==> src/rtl/mul_iter_xunit.sv <==
// Iterative RV32M multiply pipe: radix-2 shift-add over 32 cycles, result held
// on a val/rdy port toward writeback until granted.
module mul_iter_xunit #(
    parameter int p_seq_num_bits = 5
) (
    input  logic                      clk,
    input  logic                      rst,
    input  logic                      d_val,
    output logic                      d_rdy,
    input  logic [31:0]               d_pc,
    input  logic [p_seq_num_bits-1:0] d_seq_num,
    input  logic [31:0]               d_op1,
    input  logic [31:0]               d_op2,
    input  logic [4:0]                d_waddr,
    input  logic [1:0]                d_uop,
    output logic                      w_val,
    input  logic                      w_rdy,
    output logic [31:0]               w_pc,
    output logic [p_seq_num_bits-1:0] w_seq_num,
    output logic [4:0]                w_waddr,
    output logic [31:0]               w_wdata,
    output logic                      w_wen
);

    typedef enum logic [1:0] {
        ST_IDLE,
        ST_CALC,
        ST_DONE
    } state_t;

    state_t r_state;
    state_t w_state_next;

    logic [4:0]                r_cnt;
    logic [63:0]               r_mcand;
    logic [31:0]               r_mplier;
    logic [63:0]               r_acc;
    logic                      r_neg;
    logic [31:0]               r_pc;
    logic [p_seq_num_bits-1:0] r_seq_num;
    logic [4:0]                r_waddr;
    logic [1:0]                r_uop;

    logic        w_accept;
    logic        w_op1_neg;
    logic        w_op2_neg;
    logic [31:0] w_abs1;
    logic [31:0] w_abs2;
    logic [63:0] w_acc_sum;
    logic [63:0] w_acc_final;

    assign w_accept = (r_state == ST_IDLE) && d_val;

    // op1 is signed for MULH/MULHSU, op2 only for MULH; magnitudes feed the unsigned datapath.
    assign w_op1_neg = ((d_uop == 2'd1) || (d_uop == 2'd2)) && d_op1[31];
    assign w_op2_neg = (d_uop == 2'd1) && d_op2[31];
    assign w_abs1    = w_op1_neg ? (32'd0 - d_op1) : d_op1;
    assign w_abs2    = w_op2_neg ? (32'd0 - d_op2) : d_op2;

    assign w_acc_sum   = r_acc + (r_mplier[0] ? r_mcand : 64'd0);
    assign w_acc_final = ((r_cnt == 5'd31) && r_neg) ? (64'd0 - w_acc_sum) : w_acc_sum;

    always_ff @(posedge clk) begin
        if (rst) begin
            r_state <= ST_IDLE;
        end else begin
            r_state <= w_state_next;
        end
    end

    always_comb begin
        w_state_next = r_state;
        case (r_state)
            ST_IDLE: if (d_val) w_state_next = ST_CALC;
            ST_CALC: if (r_cnt == 5'd31) w_state_next = ST_DONE;
            ST_DONE: if (w_rdy) w_state_next = ST_IDLE;
            default: w_state_next = ST_IDLE;
        endcase
    end

    always_ff @(posedge clk) begin
        if (rst) begin
            r_cnt <= 5'd0;
        end else if (w_accept) begin
            r_cnt <= 5'd0;
        end else if (r_state == ST_CALC) begin
            r_cnt <= r_cnt + 5'd1;
        end
    end

    // Datapath registers carry no reset; they are always rewritten on accept.
    always_ff @(posedge clk) begin
        if (w_accept) begin
            r_pc      <= d_pc;
            r_seq_num <= d_seq_num;
            r_waddr   <= d_waddr;
            r_uop     <= d_uop;
            r_mcand   <= {32'd0, w_abs1};
            r_mplier  <= w_abs2;
            r_neg     <= w_op1_neg ^ w_op2_neg;
            r_acc     <= 64'd0;
        end else if (r_state == ST_CALC) begin
            r_acc    <= w_acc_final;
            r_mcand  <= {r_mcand[62:0], 1'b0};
            r_mplier <= {1'b0, r_mplier[31:1]};
        end
    end

    assign d_rdy     = (r_state == ST_IDLE) && !rst;
    assign w_val     = (r_state == ST_DONE);
    assign w_wen     = w_val;
    assign w_pc      = r_pc;
    assign w_seq_num = r_seq_num;
    assign w_waddr   = r_waddr;
    assign w_wdata   = (r_uop == 2'd0) ? r_acc[31:0] : r_acc[63:32];

endmodule
==> config.mk <==
export PLATFORM = sky130hd
export DESIGN_NAME = mul_iter_xunit
export DESIGN_NICKNAME = d
export VERILOG_FILES = /design/src/rtl/mul_iter_xunit.sv
export SDC_FILE = /design/constraint.sdc
export NUM_CORES = 1
export LEC_CHECK = 0
export BUFFER_PORTS_ARGS = -buffer_cell sky130_fd_sc_hd__clkbuf_2
export CORE_MARGIN = 4
export CORE_UTILIZATION = 51
export DETAILED_ROUTE_END_ITERATION = 8
export PLACE_DENSITY = 0.74
export SYNTH_ARGS = -nofsm -noshare
export SYNTH_HDL_FRONTEND = slang
export SYNTH_SLANG_ARGS = --single-unit
==> constraint.sdc <==
create_clock -name clk -period 5.2 [get_ports clk]
set_clock_uncertainty 0.1 [all_clocks]
set_input_delay 0.52 -clock clk [delete_from_list [all_inputs] [get_ports clk]]
set_output_delay 0.52 -clock clk [all_outputs]
set_load 0.005 [all_outputs]
==> flow_summary.json <==
{
  "dieArea_um2": 34700,
  "status": "complete, no violations",
  "grt_first_pass_wirelength_mm": 92.4,
  "placementRows": 65,
  "overflow": 0,
  "design.core.area_um2": 31500,
  "hold_slack_ns": 0.0372,
  "setup_violations": 0,
  "place_congestion": 1.02,
  "cts_tree": "done",
  "nFillCells": 2906,
  "drive_gt1_share_pct": 19.8,
  "grt_antenna_before_repair": 1,
  "ys_seq_area_share_pct": 32.9,
  "ys_ff_latch": 212,
  "viasPerCell": 6.28,
  "cp_max_fo": 18,
  "cp_cell_sequence": "buf_4, and2_1, ha_1, a21oi_1, o21ai_1, a221oi_2, a2111oi_0, buf_4, nor2_1, o21ai_0, buf_4, xor2_1, or3_1, or4_4, or4_1, nand3_1",
  "crit_path_start_kind": "register",
  "cp_slowest_stage_delay_ns": 0.56,
  "multiInputGateArea_um2": 10400,
  "cp-end-kind": "register",
  "hold_viol_final": 0,
  "start_util_pct": 51.5,
  "fmax_ghz": 0.197,
  "synth_edf_count": 109,
  "num_antenna_cells": 0,
  "yosysWarnings": 0,
  "clockBufferDepth": 3,
  "numCtsBuffers": 24,
  "routedWlPerCell_um": 23.2,
  "drv_cap": 0,
  "dpl.cell_count": 2609,
  "ir_worst_vdd_mv": 0.261,
  "nNetsFinal": 2415,
  "numPortBuffers": 188,
  "synth_cell_types": 96,
  "htree_num_levels": 1,
  "postRouteAntennaNets": 0,
  "dp_hpwl_mm": 48.8,
  "die_w_um": 186,
  "cts_root_buf": "clkbuf_16",
  "syn-num-nets": 2195,
  "stdcell_count": 2653,
  "grt_max_degree": 90,
  "ys.flop_type": "edfxtp_1",
  "crit_slowest_cell": "or4_4",
  "required_ns": 5.60,
  "grt_pass1_vias": 15569,
  "critPathTopFamily": "simple AND/OR/NAND/NOR gates",
  "cp_common_cell": "buf_4",
  "drt_pre_antenna_iters": 6,
  "period_minus_slack_ns": 5.08,
  "seqCellArea_um2": 5340,
  "path_buf_inv": 3,
  "path_class": "reg2reg",
  "vias": 16661,
  "numClockSinks": 212,
  "wl_mm": 61.4,
  "netlist_area_um2": 16200,
  "die_h_um": 186,
  "avgSynthCellArea_um2": 8.05,
  "insertion_delay_ns": 0.56,
  "syn_to_final_growth_pct": 17.2,
  "drc_errors": 0,
  "fin_crit_sh_pct": 97.7,
  "worst_ep_arrival_time_ns": 5.48,
  "post_cts_buffers": 0,
  "leakage_uw": 0.00758,
  "grt_usage_pct": 33.6,
  "drv_slew": 0,
  "worst-slew-pin-transition_ns": 1.25,
  "hp-class": "in2reg",
  "syn_inst": 2013,
  "io-pin-count": 189,
  "async_flop_share_pct": 0,
  "clk_pin_slew_worst_paths_ns": 0.07,
  "slew-limit-headroom_pct": 16.7,
  "powerDensity_nw_per_um2": 318,
  "drt-initial-drc-count": 1849
}
## logic make-up (layout without fill, tap and decap cells)
| group | after synthesis | count (layout) | share of synthesized area, % |
|---|---|---|---|
| flops | 212 | 212 | 32.9 |
| fa+ha+maj | 70 | 70 | 5.45 |
| xor+xnor | 142 | 142 | 7.67 |
| mux | 47 | 47 | 3.15 |
| compound gates | 588 | 588 | 22.7 |
| simple gates | 808 | 808 | 24.5 |
| buf+inv | 146 | 384 | 3.58 |
## state kept, by name, indices dropped and copies added (netlist names)
name,count
r_uop,2
w_waddr,5
r_mcand,64
w_pc,32
r_neg,1
r_cnt,5
r_mplier,32
w_seq_num,5
r_acc,64
r_state,2
## final timing paths
check / cells past startpoint / slack [ns] / to / start
max: 16 / 0.12 / r_acc[63]$_SDFFE_PP0P_ / r_mplier[0]$_DFFE_PP_
min: 1 / 0.04 / w_pc[12]$_DFFE_PP_ / d_pc[12]
min reg2reg: 2 / 0.36 / r_mcand[63]$_SDFFE_PP0P_ / r_mcand[63]$_SDFFE_PP0P_
max reg2reg: 16 / 0.12 / r_acc[63]$_SDFFE_PP0P_ / r_mplier[0]$_DFFE_PP_
## layer usage
layer / global-route usage [%] / vias to the layer above / wire length (um)
li1: - / 7820 / -
met1: 47.7 / 7931 / 26500
met2: 51.6 / 795 / 26200
met3: 6.57 / 115 / 6100
met4: 11.4 / 0 / 2580
met5: 0 / - / 0
## cells in the final DEF, fill, tap and decap left out, types with 42 or more instances in the layout
cell type	n
xor2_1	58
clkbuf_2	188
a21oi_1	121
nand2_1	305
nor2_1	134
o21ai_0	217
edfxtp_1	109
xnor2_1	84
buf_4	121
ha_1	69
nor3_1	47
nand4_1	53
and2_1	85
dfxtp_1	103
nand3_1	42
## area by class of cell
class | instances | area share [%]
well taps | 402 | 2.65
clock inverters | 13 | 0.770
repair buffers | 309 | 9.73
multi-input cells | 1655 | 54.7
inverters | 31 | 0.619
flip-flops and latches | 212 | 28.1
clock buffers | 31 | 3.46
## synthesized netlist by cell type, drive strengths merged (7+ instances only)
library cell / count / share of area [%]
nor4: 24 / 1.0
inv: 30 / 0.69
and2: 85 / 3.3
a211oi: 18 / 0.86
o41ai: 10 / 0.54
nand3: 42 / 1.3
nand2: 306 / 7.1
clkbuf: 90 / 2.1
nand4: 53 / 2.0
o21bai: 13 / 0.60
o211ai: 26 / 1.2
xor2: 58 / 3.1
nor3: 49 / 1.5
and3: 11 / 0.42
a21o: 17 / 0.79
mux2: 32 / 2.2
a41oi: 7 / 0.38
nor2: 137 / 3.2
xnor2: 84 / 4.5
o21a: 17 / 0.84
o31ai: 21 / 1.0
edfxtp: 109 / 20
a31oi: 22 / 0.89
o21ai: 233 / 7.2
a22oi: 13 / 0.63
a21boi: 7 / 0.35
mux2i: 15 / 0.93
a21oi: 124 / 3.9
or2: 16 / 0.62
nor2b: 11 / 0.47
or4: 14 / 0.74
buf: 25 / 0.77
nand2b: 11 / 0.42
or3: 22 / 0.85
and4: 10 / 0.54
dfxtp: 103 / 13
ha: 69 / 5.3
## power breakdown
part	total, uW	internal (uW)	switching [uW]	leakage [uW]
Clock	1740	999	740	0.000387
Sequential	2160	1980	182	0.00191
Combinational	2150	838	1320	0.00528
Total	6050	3810	2240	0.00758
## what timing repair did
item                       in CTS  in global routing
resized for setup               0                 12
hold buffers                    0                  0
setup endpoints to repair       0                 12
## stage by stage
stage / util, % / power (uW) / instance area (um^2) / setup TNS [ns] / worst slack (ns)
finish: 60.4 / 6050 / 19000 / 0 / 0.120
global route: 60.4 / 6330 / 19000 / -0.000793 / -0.000793
CTS: 60.2 / 6000 / 18900 / 0 / 0.0444
detailed placement: 57.7 / 4260 / 18100 / 0 / 0.0564
global placement: 57.7 / 4240 / 18100 / 0 / 0.0587
floorplan: - / 3430 / 16200 / 0 / 0.163
No activity file was read; power rests on OpenSTA's default activity.
